$ cat src/rtl/rng_sched_pkg.sv
//------------------------------------------------------------------------------
// Module   : rng_sched_pkg
// Brief    : Shared types, defaults and helpers for the RNG mask scheduler.
// Revision : 1.0 - initial release
//------------------------------------------------------------------------------
`default_nettype none

package rng_sched_pkg;

    typedef enum logic [1:0] {
        ST_WARM = 2'd0,
        ST_IDLE = 2'd1,
        ST_FILL = 2'd2,
        ST_DONE = 2'd3
    } sched_state_t;

    localparam int c_NREQ_DEF   = 4;
    localparam int c_NBYTES_DEF = 4;
    localparam int c_WARMUP_DEF = 16;

    function automatic int clog2(input int value);
        int r;
        r = 0;
        while ((1 << r) < value) r++;
        return r;
    endfunction

endpackage

`default_nettype wire

$ cat src/rtl/rr_pick.sv
//------------------------------------------------------------------------------
// Module   : rr_pick
// Brief    : Combinational round-robin picker, first set bit from rr_ptr up.
// Revision : 1.0 - initial release
//------------------------------------------------------------------------------
`default_nettype none

module rr_pick
    import rng_sched_pkg::*;
#(
    parameter int NREQ  = c_NREQ_DEF,
    parameter int PTR_W = clog2(NREQ)
) (
    input  logic [NREQ-1:0]  req,
    input  logic [PTR_W-1:0] rr_ptr,
    output logic [NREQ-1:0]  gnt_next,
    output logic             any
);

    logic w_found;

    // Pass one covers rr_ptr..NREQ-1; pass two wraps around to 0..rr_ptr-1.
    always_comb begin
        gnt_next = '0;
        w_found  = 1'b0;
        any      = |req;
        for (int j = 0; j < NREQ; j++) begin
            if (!w_found && req[j] && (PTR_W'(j) >= rr_ptr)) begin
                gnt_next[j] = 1'b1;
                w_found     = 1'b1;
            end
        end
        for (int j = 0; j < NREQ; j++) begin
            if (!w_found && req[j]) begin
                gnt_next[j] = 1'b1;
                w_found     = 1'b1;
            end
        end
    end

endmodule

`default_nettype wire

$ cat src/rtl/rng_mask_sched.sv
//------------------------------------------------------------------------------
// Module   : rng_mask_sched
// Brief    : Shares one byte-wide RNG among TI mask consumers, round-robin.
// Revision : 1.0 - initial release
//------------------------------------------------------------------------------
`default_nettype none

module rng_mask_sched
    import rng_sched_pkg::*;
#(
    parameter int NREQ   = c_NREQ_DEF,
    parameter int NBYTES = c_NBYTES_DEF,
    parameter int WARMUP = c_WARMUP_DEF
) (
    input  logic                clk,
    input  logic                rst,
    input  logic [7:0]          rng_byte,
    output logic                rng_rd,
    input  logic                rng_hold,
    input  logic [NREQ-1:0]     req,
    output logic [NREQ-1:0]     gnt,
    output logic [NREQ-1:0]     done,
    output logic [8*NBYTES-1:0] mask_data,
    output logic                busy
);

    localparam int c_MW    = 8 * NBYTES;
    localparam int c_CNT_W = clog2(NBYTES) + 1;
    localparam int c_PTR_W = clog2(NREQ);

    localparam logic [c_CNT_W-1:0] c_BYTE_LAST = c_CNT_W'(NBYTES - 1);
    localparam logic [15:0]        c_WARM_LAST = 16'(WARMUP - 1);
    localparam sched_state_t       c_RST_STATE = (WARMUP == 0) ? ST_IDLE : ST_WARM;

    sched_state_t         r_state;
    sched_state_t         w_state_next;
    logic [15:0]          r_warm_cnt;
    logic [c_CNT_W-1:0]   r_byte_cnt;
    logic [c_PTR_W-1:0]   r_rr_ptr;
    logic [c_PTR_W-1:0]   w_ptr_next;
    logic [NREQ-1:0]      r_gnt;
    logic [c_MW-1:0]      r_mask;
    logic [NREQ-1:0]      w_gnt_next;
    logic                 w_any;
    logic                 w_rd;
    logic                 w_busy;
    logic                 w_done_en;

    rr_pick #(
        .NREQ  (NREQ),
        .PTR_W (c_PTR_W)
    ) u_rr_pick (
        .req      (req),
        .rr_ptr   (r_rr_ptr),
        .gnt_next (w_gnt_next),
        .any      (w_any)
    );

    always_ff @(posedge clk) begin
        if (rst) r_state <= c_RST_STATE;
        else     r_state <= w_state_next;
    end

    // A held cycle leaves the state where it is, so DONE stretches under hold.
    always_comb begin
        w_state_next = r_state;
        w_rd         = 1'b0;
        w_busy       = 1'b0;
        w_done_en    = 1'b0;
        case (r_state)
            ST_WARM: begin
                w_busy = 1'b1;
                if (!rng_hold) begin
                    w_rd = 1'b1;
                    if (r_warm_cnt == c_WARM_LAST) w_state_next = ST_IDLE;
                end
            end
            ST_IDLE: begin
                if (!rng_hold && w_any) w_state_next = ST_FILL;
            end
            ST_FILL: begin
                w_busy = 1'b1;
                if (!rng_hold) begin
                    w_rd = 1'b1;
                    if (r_byte_cnt == c_BYTE_LAST) w_state_next = ST_DONE;
                end
            end
            ST_DONE: begin
                w_done_en = 1'b1;
                if (!rng_hold) w_state_next = ST_IDLE;
            end
            default: w_state_next = c_RST_STATE;
        endcase
    end

    always_comb begin
        w_ptr_next = r_rr_ptr;
        for (int j = 0; j < NREQ; j++) begin
            if (r_gnt[j]) w_ptr_next = (j == NREQ - 1) ? '0 : c_PTR_W'(j + 1);
        end
    end

    always_ff @(posedge clk) begin
        if (rst) begin
            r_warm_cnt <= '0;
            r_byte_cnt <= '0;
            r_rr_ptr   <= '0;
            r_gnt      <= '0;
            r_mask     <= '0;
        end else if (!rng_hold) begin
            case (r_state)
                ST_WARM: r_warm_cnt <= r_warm_cnt + 16'd1;
                ST_IDLE: begin
                    if (w_any) begin
                        r_gnt      <= w_gnt_next;
                        r_byte_cnt <= '0;
                    end
                end
                ST_FILL: begin
                    for (int b = 0; b < NBYTES; b++) begin
                        if (r_byte_cnt == c_CNT_W'(b)) r_mask[8*b +: 8] <= rng_byte;
                    end
                    r_byte_cnt <= r_byte_cnt + c_CNT_W'(1);
                end
                ST_DONE: begin
                    r_rr_ptr <= w_ptr_next;
                    r_gnt    <= '0;
                end
                default: ;
            endcase
        end
    end

    // Outputs are forced quiet during the reset cycle itself.
    assign rng_rd    = w_rd & ~rst;
    assign busy      = w_busy & ~rst;
    assign gnt       = (!rst && (r_state == ST_FILL || r_state == ST_DONE)) ? r_gnt : '0;
    assign done      = (!rst && w_done_en) ? r_gnt : '0;
    assign mask_data = rst ? '0 : r_mask;

endmodule

`default_nettype wire
$ cat config.mk
export PLATFORM = sky130hd
export DESIGN_NAME = rng_mask_sched
export DESIGN_NICKNAME = d
export VERILOG_FILES = /design/src/rtl/rng_sched_pkg.sv /design/src/rtl/rr_pick.sv /design/src/rtl/rng_mask_sched.sv
export SDC_FILE = /design/constraint.sdc
export NUM_CORES = 1
export LEC_CHECK = 0
export CAP_MARGIN = 40
export CORE_ASPECT_RATIO = 0.9
export CORE_MARGIN = 2
export CORE_UTILIZATION = 48
export CTS_BUF_LIST = sky130_fd_sc_hd__clkbuf_2 sky130_fd_sc_hd__clkbuf_4 sky130_fd_sc_hd__clkbuf_8
export DETAILED_ROUTE_END_ITERATION = 8
export GPL_TIMING_DRIVEN = 0
export HOLD_SLACK_MARGIN = 0.15
export MAX_ROUTING_LAYER = met4
export PLACE_DENSITY = 0.78
export SLEW_MARGIN = 20
export SYNTH_ARGS = -nofsm -noshare
export SYNTH_HDL_FRONTEND = slang
export SYNTH_SLANG_ARGS = --single-unit
$ cat constraint.sdc
create_clock -name clk -period 2.1 [get_ports clk]
set_clock_uncertainty 0.1 [all_clocks]
set_input_delay 0.63 -clock clk [delete_from_list [all_inputs] [get_ports clk]]
set_output_delay 0.63 -clock clk [all_outputs]
set_load 0.1 [all_outputs]
==> results_dict.tcl, run 1 <==
set metrics [dict create \
    rsz0062_at_grt "true" \
    core_area_um2 5760 \
    row_count 26 \
    yosys.area_share.xor_xnor_pct 4.52 \
    io_buffers 54 \
    critical-path-max-stage-delay_ns 0.19 \
    min_period_ns 2.39 \
    violations "setup timing" \
    worstPathRequired_ns 1.37 \
    final_cell_mix "nand2_1 (60), dfxtp_1 (55), nor2_1 (45)" \
    synth.distinct_cells 41 \
    synth_cells 358 \
    syn-num-nets 383 \
    dr.pass1.iters 7 \
    wl_per_cell_um 23.6 \
    post-dp-hpwl_mm 5.99 \
    worstSetupStartpointType "primary input" \
    irDropWorstVdd_mv 0.452 \
    critPathMostFrequentCell "clkbuf_16" \
    yosysTopAreaCellShare_pct 40.6 \
    setup_viol 64 \
    synth_edf_count 0 \
    ys_top_cells_by_area "dfxtp_1 (41%), nand2_1 (7.9%), nor2b_1 (7.3%), nor2_1 (6.5%), a21oi_1 (5.5%)" \
    gp_congestion 0.929 \
    total_leakage_power_nw 1.96 \
    cts_sinks 59 \
    fin_ws_ns -0.287 \
    start_util_pct 50.5 \
    critPathTopFamily "buffers and inverters" \
    critical_path.cell_chain "clkbuf_16 > buf_8 > clkbuf_16 > buf_8 > clkbuf_16 > nor2_4 > buf_12" \
    fin_crit_sh_pct 114 \
    grt_max_degree 11 \
    num_vias 3389 \
    hold_viol 0 \
    fmax_mhz 419 \
    dieArea_um2 6690 \
    hold_path.class "reg2reg" \
    cp-end-kind "output pin" \
    grt_pass1_vias 3243 \
    postSynthAreaPerCell_um2 8.12 \
    num-nets-final 492 \
    final_common_cell "nand2_1" \
    die_y_um 77.8 \
    syn-cell-area_um2 2910 \
    cp.buffers_inverters 6 \
    avgViaCountPerCell 6.25 \
    crit_slowest_cell "buf_12" \
    cp_max_fo 5 \
    die-width_um 86.0 \
    maxCapViolations 0 \
    worstMarginPinSlew_ns 0.592 \
    synth_top_cell_by_area "dfxtp_1" \
    overflow 0 \
    yosys_register_bits 59 \
    layout-drive-gt1-share_pct 40.7 \
    status "finished with violations" \
    clk-insertion-delay-late_ns 0.35 \
    clk_path_buf_depth 2 \
    grt_first_pass_wirelength_mm 17.2 \
    worstSetupPathType "in2out" \
    synth-adder-area-share_pct 4.30 \
    ioPinCount 57 \
    ctsHoldBuffers 0 \
    relSlewSlack_pct 60.5 \
    pre_cts_ws_ns -0.630 \
    synthMuxAreaShare_pct 3.96 \
    htree_levels 3 \
    totalWireLength_mm 12.8 \
    fillers 218 \
    synth_simple_gate_area_share_pct 31.0 \
    path_clk_slew_ns 0.07 \
    n_antenna_cell 0 \
    critPathArrivalTime_ns 1.66 \
    numCtsBuffers 9 \
    antenna_found_initial 0 \
    grt_usage_pct 34.8 \
    cts_tree "yes" \
    synthToLayoutAreaGrowth_pct 76.2 \
    drt_iter0_markers 374 \
    antenna_left 0 \
    yosysWarnings 0 \
    synth_ff_type "dfxtp_1" \
    power_density_nw_per_um2 503 \
    totalPowerFinal_w 0.00257 \
    synth_compound_area_share_pct 11.0 \
    synth_top_family_by_area "simple AND/OR/NAND/NOR gates" \
    async_reset_ff_share_pct 0 \
    clockRootBuffer "clkbuf_8" \
    slew_violations 0 \
    ys_seq_area_share_pct 40.6 \
    drcViolationCount 0 \
]
state kept, by name, summed over array words and instances, names as in the netlist:
register / cells
r_mask: 32
r_state: 2
r_warm_cnt: 16
r_rr_ptr: 2
r_byte_cnt: 3
r_gnt: 4
through the flow:
step	hold slack [ns]	TNS [ns]	cell area, um^2	std cells	utilization (%)
4_1_cts	0.363	-1.69	4950	531	86.0
5_1_grt	0.387	-7.30	5120	542	89.0
2_1_floorplan	0.335	-6.54	3270	358	-
6_report	0.362	-5.63	5120	542	89.0
3_3_place_gp	0.342	-41.34	3900	482	67.7
3_5_place_dp	0.348	-24.95	4530	524	78.7
repair_timing:
| action | in CTS | in global routing |
|---|---|---|
| gates resized for setup | 176 | 37 |
| pin swaps | 5 | 4 |
| setup buffers | 12 | 15 |
| setup endpoints to repair | 43 | 65 |
tightest hold or removal path: cells and delay by family, from the launching register on:
| kind | cells | cell delay [ns] |
|---|---|---|
| DFF | 1 | 0.31 |
| AOI/OAI and AO/OA | 1 | 0.05 |
| and+or+nand+nor | 1 | 0.05 |
cell type report:
cell class	count	area [um^2]	area share, %
Buffer	14	158	3.08
Clock buffer	14	174	3.40
Clock inverter	2	10.0	0.195
Inverter	11	48.8	0.953
Multi-Input combinational cell	270	2010	39.2
Sequential cell	59	1190	23.3
Tap cell	70	87.6	1.71
Timing Repair Buffer	102	1450	28.2
kinds of logic (layout without fill, tap and decap cells):
kind of cell | Yosys count | after routing
and+or+nand+nor | 183 | 183
DFF | 59 | 59
AOI/OAI and AO/OA | 51 | 51
buffers and inverters | 29 | 143
xor gates and xnor gates | 15 | 15
muxes | 11 | 11
adders and majority gates | 10 | 10
Yosys cell counts, types with 2 or more instances:
master,count
a2111oi_0,2
nor4_2,2
xnor2_1,5
and2_1,10
o21ai_0,5
buf_2,4
o22ai_1,2
and4b_1,2
mux2i_1,10
nand2b_1,2
nand3_1,7
nor3_1,4
buf_1,2
dfxtp_1,59
nor2_1,50
nand4_1,3
xor2_1,10
nand2_1,61
inv_1,11
nand4_2,2
a32oi_1,3
nor2b_1,34
ha_1,10
a21oi_1,32
clkbuf_1,10
routing by layer:
layer	GRT usage, %	share of wire (%)	vias up	wire, um
li1	-	-	1398	-
met1	38.8	36	1616	4650
met2	56.3	47	279	6060
met3	8.94	9.4	96	1210
met4	19.5	6.9	0	887
met5	-	0	-	0
path summary, 6_finish.rpt:
check	startpoint	endpoint	slack, ns	cells past startpoint
hold reg to reg	r_mask[5]$_SDFFE_PP0P_	r_mask[5]$_SDFFE_PP0P_	0.36	2
setup / recovery	rst	busy	-0.29	7
hold / removal	r_mask[5]$_SDFFE_PP0P_	r_mask[5]$_SDFFE_PP0P_	0.36	2
setup reg to reg	r_state[0]$_SDFFE_PP0P_	r_mask[9]$_SDFFE_PP0P_	-0.14	10
power by group:
group | internal, W | leakage [nW] | switching (W)
Sequential | 0.00113 | 0.478 | 0.0000213
Clock | 0.000529 | 0.101 | 0.000467
Combinational | 0.000172 | 1.38 | 0.000250
Power figures use the tool's default switching activity.
==> run 2, diff against run 1 <==
--- a/config.mk
+++ b/config.mk
@@ -5,7 +5,7 @@
 export SDC_FILE = /design/constraint.sdc
 export NUM_CORES = 1
 export LEC_CHECK = 0
-export CAP_MARGIN = 40
+export CAP_MARGIN = 10
 export CORE_ASPECT_RATIO = 0.9
 export CORE_MARGIN = 2
 export CORE_UTILIZATION = 48
==> results_dict.tcl, run 2 (same netlist as run 1, synthesis figures left out) <==
set metrics [dict create \
    critical_path.cell_chain "buf_6 > ha_4 > nor2_4 > nor2_4 > and2_4 > buf_12" \
    drcViolationCount 0 \
    num_vias 2721 \
    overflow 0 \
    endpoint "gnt[1]" \
    ioPinCount 57 \
    synthToLayoutAreaGrowth_pct 54.6 \
    grt_usage_pct 25.3 \
    r2r_cells 8 \
    r2r_slack_ns 0.10 \
    worstMarginPinSlew_ns 0.561 \
    worstPathRequired_ns 1.37 \
    worstSetupStartpointType "register" \
    post-route-util_pct 78.1 \
    top_regs "r_mask (32), r_warm_cnt (16), r_gnt (4)" \
    crit_start "r_state[0]$_SDFFE_PP0P_" \
    irDropWorstVdd_mv 0.487 \
    grt_pass1_vias 2673 \
    start_util_pct 50.5 \
    die-width_um 86.0 \
    final_area_um2 4490 \
    post-dp-hpwl_mm 5.11 \
    num-nets-final 458 \
    worstSetupPathType "reg2out" \
    largest_register_ffs 32 \
    min_period_ns 2.23 \
    relSlewSlack_pct 62.6 \
    fmax_mhz 447 \
    dieArea_um2 6690 \
    fillers 392 \
    antenna_left 0 \
    path_clk_slew_ns 0.06 \
    htree_levels 3 \
    setup_viol 10 \
    multi_input_area_um2 1970 \
    hold_path.class "reg2reg" \
    slew_violations 0 \
    total_leakage_power_nw 1.73 \
    wl_per_cell_um 15.5 \
    final_cell_mix "nand2_1 (61), dfxtp_1 (56), nor2_1 (45)" \
    violations "setup timing" \
    cp_max_fo 4 \
    clk-insertion-delay-late_ns 0.34 \
    critical-path-max-stage-delay_ns 0.36 \
    whs_ns 0.357 \
    cts_sinks 59 \
    cp-end-kind "output pin" \
    r2r_end "r_state[0]$_SDFFE_PP0P_" \
    grt_max_degree 11 \
    fin_crit_sh_pct 106 \
    clk_path_buf_depth 2 \
    layout-drive-gt1-share_pct 34.0 \
    maxCapViolations 0 \
    rr_startpoint "r_state[0]$_SDFFE_PP0P_" \
    seq_area_um2 1190 \
    avgViaCountPerCell 5.36 \
    largest_register "r_mask" \
    final_common_cell "nand2_1" \
    core_area_um2 5760 \
    power_density_nw_per_um2 548 \
    critPathMostFrequentCell "nor2_4" \
    gp_congestion 0.929 \
    rsz0062_at_grt "true" \
    place_area_um2 3900 \
    io_buffers 54 \
    crit_slowest_cell "dfxtp_4" \
    numCtsBuffers 9 \
    cts_tree "yes" \
    hold_viol 0 \
    dr.pass1.iters 4 \
    antenna_found_initial 0 \
    clockRootBuffer "clkbuf_8" \
    critPathArrivalTime_ns 1.50 \
    totalWireLength_mm 7.87 \
    ctsHoldBuffers 0 \
    whs_path_depth 2 \
    drt_iter0_markers 132 \
    fin_ws_ns -0.135 \
    row_count 26 \
    die_y_um 77.8 \
    n_antenna_cell 0 \
    grt_first_pass_wirelength_mm 12.8 \
    status "finished with violations" \
]
==> run 2: changes by cell type in the layout (fill, tap and decap cells not counted), sizes merged <==
cell | before | now
buf | 95 | 60
clkbuf | 23 | 24
clkdlybuf4s50 | 10 | 8
dlymetal6s2s | 2 | 4
==> run 2: routing by layer <==
metal	share of wire (%)	routed length [um]	track usage (%)	vias up
met2	50	3920	40.9	92
met4	1.2	91	6.83	0
met5	0	0	-	-
met1	42	3300	30.3	1289
met3	7.1	562	8.19	11
li1	-	-	-	1329
==> run 2: worst min path at each step <==
stage,startpoint,to,slack [ns]
2_1_floorplan,r_mask[15]$_SDFFE_PP0P_,r_mask[15]$_SDFFE_PP0P_,0.33
3_3_place_gp,r_mask[20]$_SDFFE_PP0P_,r_mask[20]$_SDFFE_PP0P_,0.34
3_5_place_dp,r_mask[18]$_SDFFE_PP0P_,r_mask[18]$_SDFFE_PP0P_,0.35
4_1_cts,r_mask[13]$_SDFFE_PP0P_,r_mask[13]$_SDFFE_PP0P_,0.36
5_1_grt,r_mask[0]$_SDFFE_PP0P_,r_mask[0]$_SDFFE_PP0P_,0.39
6_report,r_mask[18]$_SDFFE_PP0P_,r_mask[18]$_SDFFE_PP0P_,0.36
==> run 2: what timing repair did <==
action                     CTS  global route
setup endpoints to repair   43            30
gates cloned                 0             0
buffers inserted             7             4
gates resized for setup    335            27
pin swaps                    4             5
==> run 2: final cells by class <==
cell class | count | share of cell area, %
Buffer | 17 | 4.26
Multi-Input combinational cell | 270 | 43.8
Inverter | 11 | 0.974
Clock buffer | 14 | 3.87
Clock inverter | 2 | 0.223
Tap cell | 70 | 1.95
Timing Repair Buffer | 65 | 18.5
Sequential cell | 59 | 26.4
==> run 2: where the power goes <==
part	total [W]	internal, W	switching [W]
Clock	0.000962	0.000529	0.000434
Combinational	0.000342	0.000142	0.000201
Sequential	0.00116	0.00114	0.0000201
Total	0.00246	0.00181	0.000654
==> run 2: through the flow <==
step / cells / setup WS [ns] / total power (W) / setup TNS [ns]
final: 508 / -0.135 / 0.00246 / -0.932
after floorplan: 358 / -0.354 / 0.00137 / -6.54
after detailed placement: 482 / -1.03 / 0.00146 / -42.01
after CTS: 504 / -0.159 / 0.00246 / -0.909
after global placement: 482 / -1.03 / 0.00145 / -41.34
after global routing: 508 / -0.193 / 0.00256 / -1.47
==> run 2: critical path: cells and delay by family, from the launching register on <==
family | cells | cell delay (ns)
fa+ha+maj | 1 | 0.17
flops | 1 | 0.36
simple gates | 3 | 0.36
buf+inv | 2 | 0.28
==> run 3, diff against run 2 <==
--- a/config.mk
+++ b/config.mk
@@ -5,8 +5,9 @@
 export SDC_FILE = /design/constraint.sdc
 export NUM_CORES = 1
 export LEC_CHECK = 0
+export ABC_AREA = 1
 export CAP_MARGIN = 10
-export CORE_ASPECT_RATIO = 0.9
+export CORE_ASPECT_RATIO = 0.8
 export CORE_MARGIN = 2
 export CORE_UTILIZATION = 48
 export CTS_BUF_LIST = sky130_fd_sc_hd__clkbuf_2 sky130_fd_sc_hd__clkbuf_4 sky130_fd_sc_hd__clkbuf_8
==> results_dict.tcl, run 3 <==
set metrics [dict create \
    status "finished with violations" \
    violations "setup timing" \
    dieArea_um2 6650 \
    post-route-util_pct 82.4 \
    row_count 25 \
    ys_top_cells_by_area "dfxtp_1 (41%), nor2_1 (9.9%), a21oi_1 (9.2%), inv_1 (9.1%), o21ai_0 (7.8%)" \
    grt_usage_pct 29.6 \
    htree_levels 3 \
    setup_viol 25 \
    fin_ws_ns -0.145 \
    drcViolationCount 0 \
    ioPinCount 57 \
    synthTopCellsByCount "nor2_1 (76), inv_1 (70), dfxtp_1 (59)" \
    synth.distinct_cells 25 \
    clockRootBuffer "clkbuf_8" \
    swShare_pct 36.5 \
    rsz0062_at_grt "true" \
    hold_viol 0 \
    total_leakage_power_nw 1.76 \
    overflow 0 \
    fillers 323 \
    largest_register "r_mask" \
    grt_first_pass_wirelength_mm 14.9 \
    critPathArrivalTime_ns 1.51 \
    worstSetupPathType "reg2out" \
    postSynthAreaPerCell_um2 6.79 \
    relSlewSlack_pct 60.4 \
    pwr-share-seq_pct 35.4 \
    tns_ns -0.886 \
    finalNonFillerCells 588 \
    top_regs "r_mask (32), r_warm_cnt (16), r_gnt (4)" \
    syn-cell-area_um2 2880 \
    whs_ns 0.388 \
    io_buffers 56 \
    core_area_um2 5850 \
    async_reset_ff_share_pct 0 \
    combPwrFrac_pct 34.9 \
    n_antenna_cell 0 \
    antenna_left 0 \
    cp-end-kind "output pin" \
    synth_top_cell_by_area "dfxtp_1" \
    maxCapViolations 0 \
    grt_pass1_vias 3064 \
    fmax_mhz 445 \
    gp_congestion 0.844 \
    dp_cells 562 \
    hold_path.class "reg2reg" \
    cp_max_fo 4 \
    final_common_cell "inv_1" \
    dr.pass1.iters 6 \
    yosysWarnings 0 \
    worstPathRequired_ns 1.37 \
    synth.most_common_cell "nor2_1" \
    largest_register_ffs 32 \
    layout-drive-gt1-share_pct 28.4 \
    totalPowerFinal_w 0.00361 \
    die-width_um 90.7 \
    clk-insertion-delay-late_ns 0.33 \
    irDropWorstVdd_mv 0.531 \
    syn-num-nets 450 \
    antenna_found_initial 0 \
    clkPwrFrac_pct 29.7 \
    totalWireLength_mm 10.4 \
    die_y_um 73.3 \
    synth_edf_count 0 \
    cts_sinks 59 \
    start_util_pct 49.3 \
    synth_cells 425 \
    fin_crit_sh_pct 107 \
    clk_path_buf_depth 2 \
    drt_iter0_markers 256 \
    post-dp-hpwl_mm 5.45 \
    slew_violations 0 \
    p_switching_w 0.00132 \
    grt_max_degree 13 \
    power_density_nw_per_um2 749 \
    path_clk_slew_ns 0.06 \
    synthToLayoutAreaGrowth_pct 67.2 \
    worstSetupStartpointType "register" \
    yosysTopAreaCellShare_pct 41.0 \
    yosys_register_bits 59 \
    wl_per_cell_um 17.6 \
    seq_area_um2 1190 \
    synth_ff_type "dfxtp_1" \
    numCtsBuffers 9 \
    worstMarginPinSlew_ns 0.588 \
    p_int_w 0.00230 \
    avgViaCountPerCell 5.51 \
    num_vias 3240 \
    final_cell_mix "inv_1 (67), dfxtp_1 (57), nand2_1 (55)" \
    min_period_ns 2.24 \
    num-nets-final 529 \
    multi_input_area_um2 1770 \
    cts_tree "yes" \
    ys_seq_area_share_pct 41.0 \
]
-- run 3: layout make-up --
| type | count | share of cell area (%) |
|---|---|---|
| clock buffer | 12 | 3.43 |
| tap | 81 | 2.10 |
| sequential | 59 | 24.6 |
| multi-input combinational | 281 | 36.8 |
| buffer | 13 | 3.06 |
| clock inverter | 2 | 0.727 |
| inverter | 71 | 5.84 |
| timing repair buffer | 69 | 23.4 |
-- run 3: routing by layer --
layer	up-vias	part of all wire, %	wire length [um]	GRT usage [%]
li1	1505	-	-	-
met1	1535	40	4190	35.1
met2	168	50	5200	50.0
met3	32	6.9	717	7.28
met4	0	2.5	255	10.1
met5	-	0	0	-
-- run 3: stage by stage --
stage | cell area [um^2] | setup slack [ns]
final | 4820 | -0.145
after global routing | 4820 | -0.167
after detailed placement | 3930 | -1.68
after floorplan | 3260 | -0.351
after CTS | 4680 | -0.0831
after global placement | 3930 | -1.68
-- run 3: power groups by stage --
stage / sequential [W] / combinational (W) / clock (W)
finish: 0.00128 / 0.00126 / 0.00107
global route: 0.00128 / 0.00133 / 0.00112
CTS: 0.00126 / 0.00116 / 0.00107
detailed placement: 0.00127 / 0.000943 / 0
global placement: 0.00126 / 0.000919 / 0
floorplan: 0.00126 / 0.000742 / 0
-- run 3: repair_timing --
item	CTS	global route
gates cloned	1	3
pin swaps	9	15
setup buffers	8	1
resized for setup	402	16
hold buffers	0	0
setup endpoints to repair	45	48
-- run 3: cells by family after synthesis --
logic type,count (synthesis),share of synthesized area [%]
simple gates,168,25.1
compound gates,101,17.8
buf+inv,85,11.2
flops,59,41.0
fa+ha+maj,10,4.34
xor+xnor,2,0.607
-- run 3: worst max-delay path, cell delays in order (launching register included) --
cell and delay (ns):
dfxtp_4 0.39, inv_4 0.06, ha_4 0.18, o21ai_4 0.17
buf_6 0.16, nor2_4 0.04, buf_12 0.17
-- run 3: path summary, 6_finish.rpt --
kind                                                end  slack, ns  cells after the start                     from
worst min-delay path              r_gnt[0]$_SDFFE_PP0P_       0.39                      2    r_gnt[0]$_SDFFE_PP0P_
worst max-delay path                             gnt[2]      -0.14                      6  r_state[0]$_SDFFE_PP0P_
worst max register to register  r_mask[21]$_SDFFE_PP0P_       0.04                      9  r_state[0]$_SDFFE_PP0P_
worst min register to register    r_gnt[0]$_SDFFE_PP0P_       0.39                      2    r_gnt[0]$_SDFFE_PP0P_
